**src/rtl/pattern_scheduler_pkg.sv**
```systemverilog
// Shared types and defaults for the table-driven pattern scheduler.
// State encodings are 2-bit so they match the other sequencers in this codebase.
package pattern_scheduler_pkg;

  localparam int DEFAULT_CNT_WIDTH = 32;

  typedef enum logic [1:0] {
    PS_IDLE   = 2'd0,
    PS_RUN    = 2'd1,
    PS_FINISH = 2'd2
  } ps_state_e;

endpackage

```
**src/rtl/pattern_scheduler_step_timer.sv**
```systemverilog
// Down-counter for one step's hold time.
// A load of duration D yields exactly max(D,1) cycles before expiry is seen.
module step_timer
  import pattern_scheduler_pkg::*;
#(
  parameter int CNT_WIDTH = DEFAULT_CNT_WIDTH
) (
  input  logic                 clk,
  input  logic                 reset,
  input  logic                 load,
  input  logic                 enable,
  input  logic [CNT_WIDTH-1:0] duration,
  output logic                 expired
);

  logic [CNT_WIDTH-1:0] count;

  assign expired = (count == '0);

  // A zero duration is treated as one cycle, so it loads the same value as D=1.
  always_ff @(posedge clk) begin
    if (reset) begin
      count <= '0;
    end else if (load) begin
      count <= (duration == '0) ? '0 : duration - CNT_WIDTH'(1);
    end else if (enable && !expired) begin
      count <= count - CNT_WIDTH'(1);
    end
  end

endmodule

```
**src/rtl/pattern_scheduler.sv**
```systemverilog
// Table-driven sequencer for one timed output line: plays (level, duration) steps
// 0..last, optionally looping, with a start/stop/done handshake.
//
// state  | meaning
// IDLE   | out low, table writable, waiting for start
// RUN    | playing steps; out follows the current step's level
// FINISH | one-cycle done pulse after a non-looping pass
module pattern_scheduler
  import pattern_scheduler_pkg::*;
#(
  parameter int CNT_WIDTH = DEFAULT_CNT_WIDTH,
  parameter int NUM_STEPS = 4,
  parameter int IDX_W     = $clog2(NUM_STEPS)
) (
  input  logic                 clk,
  input  logic                 reset,
  input  logic                 cfg_we,
  input  logic [IDX_W-1:0]     cfg_addr,
  input  logic                 cfg_level,
  input  logic [CNT_WIDTH-1:0] cfg_duration,
  input  logic [IDX_W-1:0]     cfg_last,
  input  logic                 start,
  input  logic                 stop,
  input  logic                 loop_en,
  output logic                 out,
  output logic                 busy,
  output logic                 done,
  output logic [IDX_W-1:0]     step_idx
);

  ps_state_e            state_q, state_d;
  logic [NUM_STEPS-1:0] level_q;
  logic [CNT_WIDTH-1:0] dur_q [NUM_STEPS];
  logic [IDX_W-1:0]     idx_q, idx_d, last_q, last_d, next_idx;
  logic                 out_q, out_d, done_q, done_d, busy_q, busy_d;
  logic                 start_ok;
  logic                 timer_load, timer_expired;
  logic [CNT_WIDTH-1:0] timer_dur;

  assign start_ok = start && !stop && (state_q == PS_IDLE);
  assign next_idx = idx_q + IDX_W'(1);

  // The table is frozen while playing, including the edge that accepts start.
  always_ff @(posedge clk) begin
    if (reset) begin
      level_q <= '0;
      for (int i = 0; i < NUM_STEPS; i++) begin
        dur_q[i] <= CNT_WIDTH'(1);
      end
    end else if (cfg_we && (state_q != PS_RUN) && !start_ok) begin
      level_q[cfg_addr] <= cfg_level;
      dur_q[cfg_addr]   <= cfg_duration;
    end
  end

  step_timer #(
    .CNT_WIDTH (CNT_WIDTH)
  ) u_timer (
    .clk      (clk),
    .reset    (reset),
    .load     (timer_load),
    .enable   (state_q == PS_RUN),
    .duration (timer_dur),
    .expired  (timer_expired)
  );

  always_ff @(posedge clk) begin
    if (reset) begin
      state_q <= PS_IDLE;
      idx_q   <= '0;
      last_q  <= IDX_W'(NUM_STEPS - 1);
      out_q   <= 1'b0;
      done_q  <= 1'b0;
      busy_q  <= 1'b0;
    end else begin
      state_q <= state_d;
      idx_q   <= idx_d;
      last_q  <= last_d;
      out_q   <= out_d;
      done_q  <= done_d;
      busy_q  <= busy_d;
    end
  end

  always_comb begin
    state_d    = state_q;
    idx_d      = idx_q;
    last_d     = last_q;
    out_d      = out_q;
    done_d     = 1'b0;
    timer_load = 1'b0;
    timer_dur  = dur_q[0];
    unique case (state_q)
      PS_IDLE: begin
        out_d = 1'b0;
        if (start_ok) begin
          state_d    = PS_RUN;
          idx_d      = '0;
          last_d     = cfg_last;
          out_d      = level_q[0];
          timer_load = 1'b1;
          timer_dur  = dur_q[0];
        end
      end
      PS_RUN: begin
        if (stop) begin
          state_d = PS_IDLE;
          out_d   = 1'b0;
        end else if (timer_expired) begin
          // Next step is loaded on the expiry edge so steps abut with no gap.
          if (idx_q != last_q) begin
            idx_d      = next_idx;
            out_d      = level_q[next_idx];
            timer_load = 1'b1;
            timer_dur  = dur_q[next_idx];
          end else if (loop_en) begin
            idx_d      = '0;
            out_d      = level_q[0];
            timer_load = 1'b1;
            timer_dur  = dur_q[0];
          end else begin
            state_d = PS_FINISH;
            out_d   = 1'b0;
            done_d  = 1'b1;
          end
        end
      end
      PS_FINISH: begin
        state_d = PS_IDLE;
        out_d   = 1'b0;
      end
      default: begin
        state_d = PS_IDLE;
        out_d   = 1'b0;
      end
    endcase
    busy_d = (state_d == PS_RUN);
  end

  assign out      = out_q;
  assign busy     = busy_q;
  assign done     = done_q;
  assign step_idx = idx_q;

endmodule
```
**config.mk**
```make
export PLATFORM = sky130hd
export DESIGN_NAME = pattern_scheduler
export DESIGN_NICKNAME = d
export VERILOG_FILES = /design/src/rtl/pattern_scheduler_pkg.sv /design/src/rtl/pattern_scheduler_step_timer.sv /design/src/rtl/pattern_scheduler.sv
export SDC_FILE = /design/constraint.sdc
export NUM_CORES = 1
export LEC_CHECK = 0
export ABC_CLOCK_PERIOD_IN_PS = 4500
export CORE_MARGIN = 3
export CORE_UTILIZATION = 46
export CTS_BUF_LIST = sky130_fd_sc_hd__clkbuf_4 sky130_fd_sc_hd__clkbuf_8 sky130_fd_sc_hd__clkbuf_16
export CTS_CLUSTER_DIAMETER = 50
export CTS_CLUSTER_SIZE = 25
export DETAILED_ROUTE_END_ITERATION = 8
export GPL_TIMING_DRIVEN = 0
export PLACE_DENSITY = 0.66
export SLEW_MARGIN = 5
export SYNTH_ARGS = -nofsm -noshare
export SYNTH_HDL_FRONTEND = slang
export SYNTH_HIERARCHICAL = 1
export SYNTH_SLANG_ARGS = --single-unit
```
**constraint.sdc**
```tcl
create_clock -name clk -period 4.5 [get_ports clk]
set_clock_uncertainty 0.05 [all_clocks]
set_input_delay 0.9 -clock clk [delete_from_list [all_inputs] [get_ports clk]]
set_output_delay 0.9 -clock clk [all_outputs]
set_load 0.03 [all_outputs]
```
======== Word level (Yosys, flattened, before mapping) ========
Memory sizes are Yosys's and may differ from the RTL's.
Cells that the tools add are included.
cells by class
  add/sub/neg operators ................... 3
  magnitude comparators ................... 3
  equality and inequality tests ........... 9
  multiplexer cells ....................... 45
  bitwise operators ....................... 2
  reduce and logical (&&, ||, !) cells .... 18
operator list
  kind                                                               count
  2-to-1 mux 32 bit                                                  8
  logical NOT 32 bit                                                 2
  subtractor 32 x 1 -> 32 bit, second input constant                 2
  OR reduction 32 bit                                                1
  2-to-1 mux 2 bit                                                   11
  2-to-1 mux 1 bit                                                   19
  case mux 2 bit (2 select lines)                                    2
  logical AND 1 bit                                                  6
  < comparator 2 x 3 -> 1 bit, second input constant                 2
  != test 2 bit, second input constant                               3
  != test 3 bit, second input constant                               2
  AND reduction 5 bit                                                1
  OR reduction 5 bit                                                 1
  bitwise mux 4 bit                                                  1
  == test 2 x 1 -> 1 bit, second input constant                      2
  case mux 1 bit (2 select lines)                                    2
  nonzero test 2 bit                                                 2
  logical NOT 1 bit                                                  3
  adder 2 x 1 -> 2 bit, second input constant                        1
  binary-select mux 1 bit (select 2 bit)                             1
  demux 1 bit (select 2 bit)                                         1
  greater-or-equal comparator 2 x 1 -> 1 bit, second input constant  1
  logical NOT 2 bit                                                  1
  != test 2 x 1 -> 1 bit, second input constant                      1
  other kinds (3)                                                    4
word-level totals
  bits in registers ....................... 45
  memory bits (writable) .................. 128
  input port bits ......................... 43
  output and inout bits ................... 5
  word-level logic and storage cells ...... 89
  memories kept ........................... 1
memories
  memory  depth  width  rd ports  clocked after Yosys merged registers in  write ports  RTL line                 RTL
  dur_q   4      32     2         0                                        4            pattern_scheduler.sv:33  logic [CNT_WIDTH-1:0] dur_q [NUM_STEPS];

======== Longest topological paths before layout ========
Gate-level depths: netlist (run 1).
  depth in word-level cells ............... 10
  mapped depth ............................ 19
  mapped depth without buffers ............ 17

======== Modules after synthesis ========
The synthesis (run 1) kept the hierarchy.
modules (own cells, without submodules)
  module             times used  cells an instance  area each (um^2)  sequential area each (um^2)
  pattern_scheduler  1           581                7484.7            4103.9
  step_timer         1           338                2613.8            640.6

======== Worst setup path before layout (run 1) ========
OpenSTA, ideal clock, no wires.
  path type ............................... register to register
  from .................................... register u_timer.count[24]
  to ...................................... register u_timer.count[21]
  library setup time ...................... 0.135 ns
  data arrival time ....................... 4.770 ns
  data required time ...................... 4.315 ns
  slack ................................... -0.455 ns
  stages on the path, launching flop included .. 16
  path buffers ............................ 2
  period minus slack after synthesis ...... 4.955 ns
  cell sequence ........................... dfxtp_1 > or4_4 > or4_4 > nor3_1 > and4bb_2 > o21ai_4 > buf_6 > a2111oi_2 > a221oi_2 > or4_4 > or4b_4 > or3_4 > and2_4 > buf_6 > a221oi_2 > nor4_1
on the way
  cells in the longest elaborated chain, start to end .. 7
  elaborated cells on any way between the ends .. 14
  classes of those cells .................. add/sub: 1; mux: 8; reduce/logical: 5
RTL lines
  what                    RTL line                            RTL
  start, declared         pattern_scheduler_step_timer.sv:16  logic [CNT_WIDTH-1:0] count;
  start signal, assigned  pattern_scheduler_step_timer.sv:25  count <= (duration == '0) ? '0 : duration - CNT_WIDTH'(1);
  start signal, assigned  pattern_scheduler_step_timer.sv:27  count <= count - CNT_WIDTH'(1);
  logical NOT 32 bit      pattern_scheduler_step_timer.sv:18  assign expired = (count == '0);
  net timer_expired       pattern_scheduler.sv:37             logic timer_load, timer_expired;
  2-to-1 mux 32 bit       pattern_scheduler.sv:109            end else if (timer_expired) begin
  2-to-1 mux 32 bit       pattern_scheduler.sv:106            if (stop) begin
  2-to-1 mux 32 bit       -
  net timer_dur[26]       pattern_scheduler.sv:38             logic [CNT_WIDTH-1:0] timer_dur;
  logical NOT 32 bit      pattern_scheduler_step_timer.sv:25
  2-to-1 mux 32 bit       pattern_scheduler_step_timer.sv:25
  2-to-1 mux 32 bit       pattern_scheduler_step_timer.sv:24  end else if (load) begin
The timed path passes the listed nets, and every way through them passes these cells.
A chain may end at the register's enable or synchronous reset.

======== Worst setup path in the final report (run 1) ========
  from .................................... register u_timer.count[25]
  to ...................................... register u_timer.count[21]
The elaborated chain is that of the path after synthesis.

==> results of run 1 <==
tightest hold or removal path: cells and delay by family (launching register included):
family,cells,cell delay (ns)
AO/OA/AOI/OAI,1,0.05
flip-flops,1,0.32
AND/OR/NAND/NOR,1,0.05
logic make-up after synthesis:
group           Yosys count
simple gates            399
compound gates          187
flops                   173
buf+inv                 115
xor+xnor                 35
mux                       7
fa+ha+maj                 3
through the flow:
step,power (mW),setup slack [ns],std cells,area [sq um],TNS (ns)
after floorplan,2.32,-0.203,919,10200,-1.15
after global placement,2.53,-1.08,1241,11000,-25.55
after detailed placement,2.54,-1.05,1242,11000,-25.15
after CTS,4.04,-0.381,1311,12300,-7.96
after global routing,4.23,-0.451,1320,12500,-9.95
final,4.09,-0.346,1320,12500,-6.50
worst max path at each step:
stage                           start           endpoint  slack, ns  depth (start not counted)
detailed placement  u_timer/count[25]  u_timer/count[29]      -1.05                         14
CTS                 u_timer/count[25]  u_timer/count[31]      -0.38                         16
floorplan           u_timer/count[25]  u_timer/count[21]      -0.20                         15
global placement    u_timer/count[10]  u_timer/count[14]      -1.08                         14
global route        u_timer/count[25]  u_timer/count[21]      -0.45                         16
finish              u_timer/count[25]  u_timer/count[21]      -0.35                         16
registers in the layout (all words and copies together) (netlist names):
signal,flops
state_q,2
done,1
out,1
busy,1
level_q,4
dur_q,128
u_timer/count,32
last_q,2
step_idx,2
report_power, final:
group | internal [mW] | switching (mW)
Combinational | 0.307 | 0.451
Sequential | 1.81 | 0.0604
Clock | 0.738 | 0.723
routing by layer:
layer	GRT usage [%]	part of all wire [%]
met3	3.57	6.0
met2	42.7	50
met4	7.02	1.9
met5	0	0
met1	34.3	43
area by class of cell:
class,count,share of cell area [%]
Tap cell,275,2.75
Multi-Input combinational cell,631,43.2
Inverter,47,1.41
Buffer,65,2.93
Timing Repair Buffer,97,7.22
Sequential cell,173,37.9
Clock buffer,17,3.40
Clock inverter,15,1.17
repair_timing:
action                     in CTS  in global routing
pin swaps                      24                  7
setup endpoints to repair      32                 32
hold endpoints to repair        0                  0
cloned                          0                  0
resized for setup              63                 30
buffers inserted               38                 11
cells in the final DEF, fill, tap and decap left out, types with 10 or more instances in the layout:
master           count
edfxtp_1           128
inv_1               46
a21oi_1             11
nor2b_1             35
buf_6               10
buf_4               44
a2111oi_2           11
nand3_1             11
xor2_1              11
o31ai_1             27
clkbuf_16           17
nor4_1              18
nand2_1             48
nand4_1             14
clkbuf_1            38
xnor2_1             22
a221oi_2            21
a221oi_4            12
nor3_1              23
buf_2               14
nor2_1              45
and2_1              63
clkdlybuf4s50_1     47
and3_1              67
dfxtp_1             44
a2111oi_4           21
==> out/metrics.csv, run 1 <==
stage;metric;value;unit
synth;yosys.cell_count.top_type;edfxtp_1;
pwr;ir_drop;0.225;mV
place;place.gp.congestion;0.901;
global_routing;grt_max_degree;33;
synth;synth_mux_area_share;0.818;%
place;dp_hpwl;20100;microns
worst_setup_path;crit_chain;or4_4, or4_4, nor3_4, and4bb_2, o21ai_4, buf_12, a2111oi_4, a221oi_2, or4_4, or4b_4, or3_4, and2_4, buf_8, buf_8, a21oi_2, nor4_2;
synth;syn_area_per_cell;11.0;sq um
timing;whs;0.415;ns
global_routing;grt-ovfl-total;0;
timing;rsz0062_at_grt;true;
global_routing;antenna_found_initial;0;
layout;fill_cells;1784;
worst_setup_path;cp-end-kind;flop;
synth;ys_seq_elements;173;
synth;yosysUniqueCellTypes;80;
route;first_iter_violations;782;
worst_hold_path;worstHoldPathType;flop to flop;
layout;multi_input_area;5420;sq um
pwr;p_leak;4.44;nW
worst_hold_path;min_path_cells;2;
route;dr.pass1.iters;7;
worst_setup_path;worst_ep_arrival_time;5.09;ns
route;viasPerCell;6.13;
global_routing;track_usage;25.3;%
worst_hold_path;hp-start;out;
layout;area_growth;24.1;%
timing;report.final.slew_viol_count;0;
synth;ys_seq_area_share;47.0;%
timing;setup_viol;30;
layout;seqCellArea;4750;sq um
synth;synth_fp_nets;965;
synth;yosys-top-cells-area;edfxtp_1, dfxtp_1, a221oi_2;
route;ant_nets;0;
die;rows;53;
worst_setup_path;critPathTopFamily;simple AND/OR/NAND/NOR gates;
synth;synth_common_cells;edfxtp_1, and3_1, and2_1;
die;io_pins;48;
global_routing;grt_first_pass_wirelength;46600;microns
worst_setup_path;critPathMaxFanout;10;
synth;syn_inst;919;
route;via_count;8093;
die;die-area;23800;sq um
clocking;cts.path.max_buffers;2;
synth;ys.flop_type;edfxtp_1;
timing;worst_slack;-0.346;ns
clocking;clk_pin_slew;0.08;ns
timing;hold_violations;0;
layout;post-route-util;58.9;%
worst_setup_path;r2r_slack;-0.35;ns
clocking;root_buffer;clkbuf_16;
route;wl;30500;microns
route;drc;0;
run_status;status;finished with violations;
synth;yosys.area_share.simple;23.1;%
global_routing;grt_pass1_vias;7838;
synth;synth_edf_count;128;
clocking;cts_made_buffers;17;
synth;synth_top_area_share;38.1;%
worst_setup_path;slowest_delay;0.54;ns
synth;synth_top_family_by_area;simple AND/OR/NAND/NOR gates;
layout;nets;1078;
timing;max_freq;0.206;GHz
worst_setup_path;cp.required;4.74;ns
synth;yosysTopAreaCell;edfxtp_1;
clocking;htreeDepth;4;
synth;synth-adder-area-share;0.372;%
clocking;clkSinkCount;173;
timing;fin_crit;4.85;ns
synth;ys.warnings.count;6;
timing;finalCritPeriodShare;108;%
pwr;power.density;326;nW/um^2
worst_setup_path;rr_endpoint;u_timer/count[21];
layout;antenna-diode-count;0;
worst_setup_path;cp_slowest_cell;or4_4;
timing;slew_headroom;14.7;%
run_status;violations;negative setup slack;
worst_setup_path;startpoint_type;flop;
worst_setup_path;r2r_cells;16;
worst_setup_path;worst-path-buf-inv;3;
flow_run;maxCapViolations;0;
clocking;cts_tree;yes;
clocking;insertion_delay;0.43;ns
die;fp.dieW;154;microns
synth;synth_compound_area_share;20.3;%
die;coreArea;21300;sq um
worst_setup_path;crit_top_cell;or4_4;
layout;final_layout_size_suffix_gt1_share;23.8;%
route;wl_per_cell;23.1;microns
die;die_h;154;microns
timing;worst_pin_slew;1.28;ns
worst_setup_path;crit-reg2reg-launch;u_timer/count[25];
synth;async_flop_share;0;%
place;io_buffers;47;
synth;netlist_area;10100;sq um
worst_hold_path;min_to;out;
clocking;cts_hold_buf;0;
synth;synth_xor_xnor_area_share;3.18;%
worst_setup_path;critical_path_class;flop to flop;
die;start_util;47.4;%
No activity file was read; power rests on OpenSTA's default activity.
==> run 2: changes to the inputs <==
--- a/config.mk
+++ b/config.mk
@@ -9,7 +9,7 @@
 export CORE_MARGIN = 3
 export CORE_UTILIZATION = 46
 export CTS_BUF_LIST = sky130_fd_sc_hd__clkbuf_4 sky130_fd_sc_hd__clkbuf_8 sky130_fd_sc_hd__clkbuf_16
-export CTS_CLUSTER_DIAMETER = 50
+export CTS_CLUSTER_DIAMETER = 80
 export CTS_CLUSTER_SIZE = 25
 export DETAILED_ROUTE_END_ITERATION = 8
 export GPL_TIMING_DRIVEN = 0
==> results of run 2 <==
No change in the layout: final DEF, timing and power equal those of run 1.
==> run 3: changes to the inputs <==
--- a/config.mk
+++ b/config.mk
@@ -8,13 +8,13 @@
 export ABC_CLOCK_PERIOD_IN_PS = 4500
 export CORE_MARGIN = 3
 export CORE_UTILIZATION = 46
-export CTS_BUF_LIST = sky130_fd_sc_hd__clkbuf_4 sky130_fd_sc_hd__clkbuf_8 sky130_fd_sc_hd__clkbuf_16
+export CTS_BUF_LIST = sky130_fd_sc_hd__clkbuf_4 sky130_fd_sc_hd__clkbuf_8
 export CTS_CLUSTER_DIAMETER = 80
 export CTS_CLUSTER_SIZE = 25
 export DETAILED_ROUTE_END_ITERATION = 8
 export GPL_TIMING_DRIVEN = 0
 export PLACE_DENSITY = 0.66
-export SLEW_MARGIN = 5
+export SLEW_MARGIN = 10
 export SYNTH_ARGS = -nofsm -noshare
 export SYNTH_HDL_FRONTEND = slang
 export SYNTH_HIERARCHICAL = 1
==> run 3 against run 2 <==
Net effect:
- sequential power is essentially flat
- die area is the same
- global-route usage fell by 0.35 points
- setup slack got worse by 0.015 ns
- the run still ends with negative setup slack left
- critical path type unchanged
- register-to-register slack about the same
- worst hold slack barely moved
==> out/metrics.csv, run 3 (synthesis results as in run 1) <==
stage;metric;value;unit
layout;antenna-diode-count;0;
route;wl;30000;microns
die;start_util;47.4;%
timing;report.final.slew_viol_count;0;
timing;fin_crit;4.86;ns
layout;final_common_cell;edfxtp_1;
place;dp.cells;1244;
clocking;cts_made_buffers;17;
layout;stdcell_count;1329;
route;wl_per_cell;22.6;microns
layout;top_regs;dur_q: 128 flops, u_timer/count: 32 flops, level_q: 4 flops;
timing;setup_viol;30;
layout;seqCellArea;4750;sq um
layout;final_layout_size_suffix_gt1_share;23.9;%
timing;worst_slack;-0.361;ns
route;wl_met3;1880;microns
run_status;status;finished with violations;
die;rows;53;
pwr;power.density;301;nW/um^2
place;dp_hpwl;20300;microns
clocking;cts_hold_buf;0;
run_status;violations;negative setup slack;
global_routing;antenna_found_initial;0;
die;fp.dieW;154;microns
clocking;insertion_delay;0.48;ns
route;first_iter_violations;765;
layout;largest-register;dur_q;
place;dpl_worst_slack;-1.09;ns
layout;multi_input_area;5240;sq um
flow_run;maxCapViolations;0;
clocking;cts_tree;yes;
route;viasPerCell;6.08;
global_routing;grt_first_pass_wirelength;45500;microns
timing;slew_headroom;24.1;%
worst_setup_path;critPathMaxFanout;8;
route;drt-met1-wl;12600;microns
timing;fin_setup_tns;-6.99;ns
route;dr.pass1.iters;5;
pwr;p_seq_share;50.3;%
pwr;power.internal;2.53;mW
global_routing;track_usage;25.0;%
layout;fill_cells;1780;
pwr;p_comb_share;20.5;%
pwr;p_switching;1.18;mW
clocking;clkSinkCount;173;
worst_setup_path;startpoint_type;flop;
layout;nets;1088;
pwr;p_clk_share;29.2;%
die;die_h;154;microns
route;ant_nets;0;
route;via_count;8082;
place;io_buffers;47;
die;die-area;23800;sq um
pwr;p_leak;4.38;nW
place;place.gp.congestion;0.901;
layout;final_cell_mix;edfxtp_1, and3_1, and2_1;
clocking;root_buffer;clkbuf_8;
pwr;ir_drop;0.185;mV
timing;hold_violations;0;
layout;post-route-util;57.9;%
worst_setup_path;cp-end-kind;flop;
worst_setup_path;worst_ep_arrival_time;5.14;ns
layout;area_growth;22.0;%
worst_setup_path;critical_path_class;flop to flop;
worst_setup_path;cp.required;4.78;ns
global_routing;grt_max_degree;33;
timing;rsz0062_at_grt;true;
clocking;cts.path.max_buffers;2;
die;io_pins;48;
route;routed-wl-met2;14900;microns
timing;finalCritPeriodShare;108;%
clocking;clk_pin_slew;0.10;ns
global_routing;grt-ovfl-total;0;
worst_hold_path;worstHoldPathType;flop to flop;
layout;largest_register_ffs;128;
global_routing;grt_pass1_vias;7687;
timing;whs;0.414;ns
route;highest_layer;met4;
route;drc;0;
timing;worst_pin_slew;1.14;ns
die;coreArea;21300;sq um
pwr;swShare;31.7;%
clocking;htreeDepth;4;
timing;max_freq;0.206;GHz
## run 3: changes by cell type in the layout (fill, tap and decap cells not counted), moves of 2 or more
cell	before	now
clkbuf_16	17	0
o31ai_1	27	36
buf_16	1	4
dfxtp_2	0	2
o31ai_2	7	2
buf_4	44	48
a221oi_2	21	30
o31ai_4	6	2
a221oi_4	12	4
buf_12	3	5
clkbuf_8	0	17
## run 3: power by group through the flow
stage               clock [mW]  combinational [mW]  sequential (mW)
floorplan                    0               0.437             1.89
global placement             0               0.631             1.90
detailed placement           0               0.647             1.90
CTS                       1.10               0.707             1.86
global route              1.17               0.817             1.87
finish                    1.08               0.762             1.86
## run 3: worst paths after layout
kind	startpoint	slack, ns	endpoint	cells past startpoint
max	u_timer/count[25]	-0.36	u_timer/count[21]	16
max reg2reg	u_timer/count[25]	-0.36	u_timer/count[21]	16
min	out	0.41	out	2
min reg2reg	out	0.41	out	2
## run 3: cell type report
type,count,share of cell area [%]
Multi-Input combinational cell,631,42.5
Sequential cell,173,38.5
Timing Repair Buffer,105,8.45
Buffer,67,3.17
Tap cell,275,2.79
Clock buffer,17,1.90
Inverter,47,1.43
Clock inverter,14,1.17
## run 3: worst max-delay path, cell delays in order, from the launching register on
cell and delay (ns):
dfxtp_2 0.33, or4_4 0.53, or4_4 0.45, nor3_4 0.18, and4bb_2 0.30, o21ai_4 0.16, buf_12 0.20, a2111oi_4 0.27
a221oi_4 0.09, or4_4 0.56, or4b_4 0.54, or3_4 0.39, and2_4 0.18, buf_8 0.14, buf_8 0.14, a21oi_2 0.14
nor4_2 0.06
## run 3: timing repair
item	CTS	global route
resized for setup	56	18
endpoints found under the setup margin	32	32
setup buffers	35	19
cloned	1	0
pin swaps	23	12
## run 3: routing by layer
metal | GRT usage (%) | vias up
met5 | 0 | -
met4 | 7.61 | 0
met3 | 3.86 | 61
met2 | 42.1 | 309
met1 | 33.4 | 3946
li1 | - | 3766
## run 3: stage by stage
step	power (mW)	area [sq um]
after global routing	3.86	12300
after global placement	2.53	11000
after CTS	3.67	12100
after detailed placement	2.54	11100
after floorplan	2.32	10200
final	3.71	12300
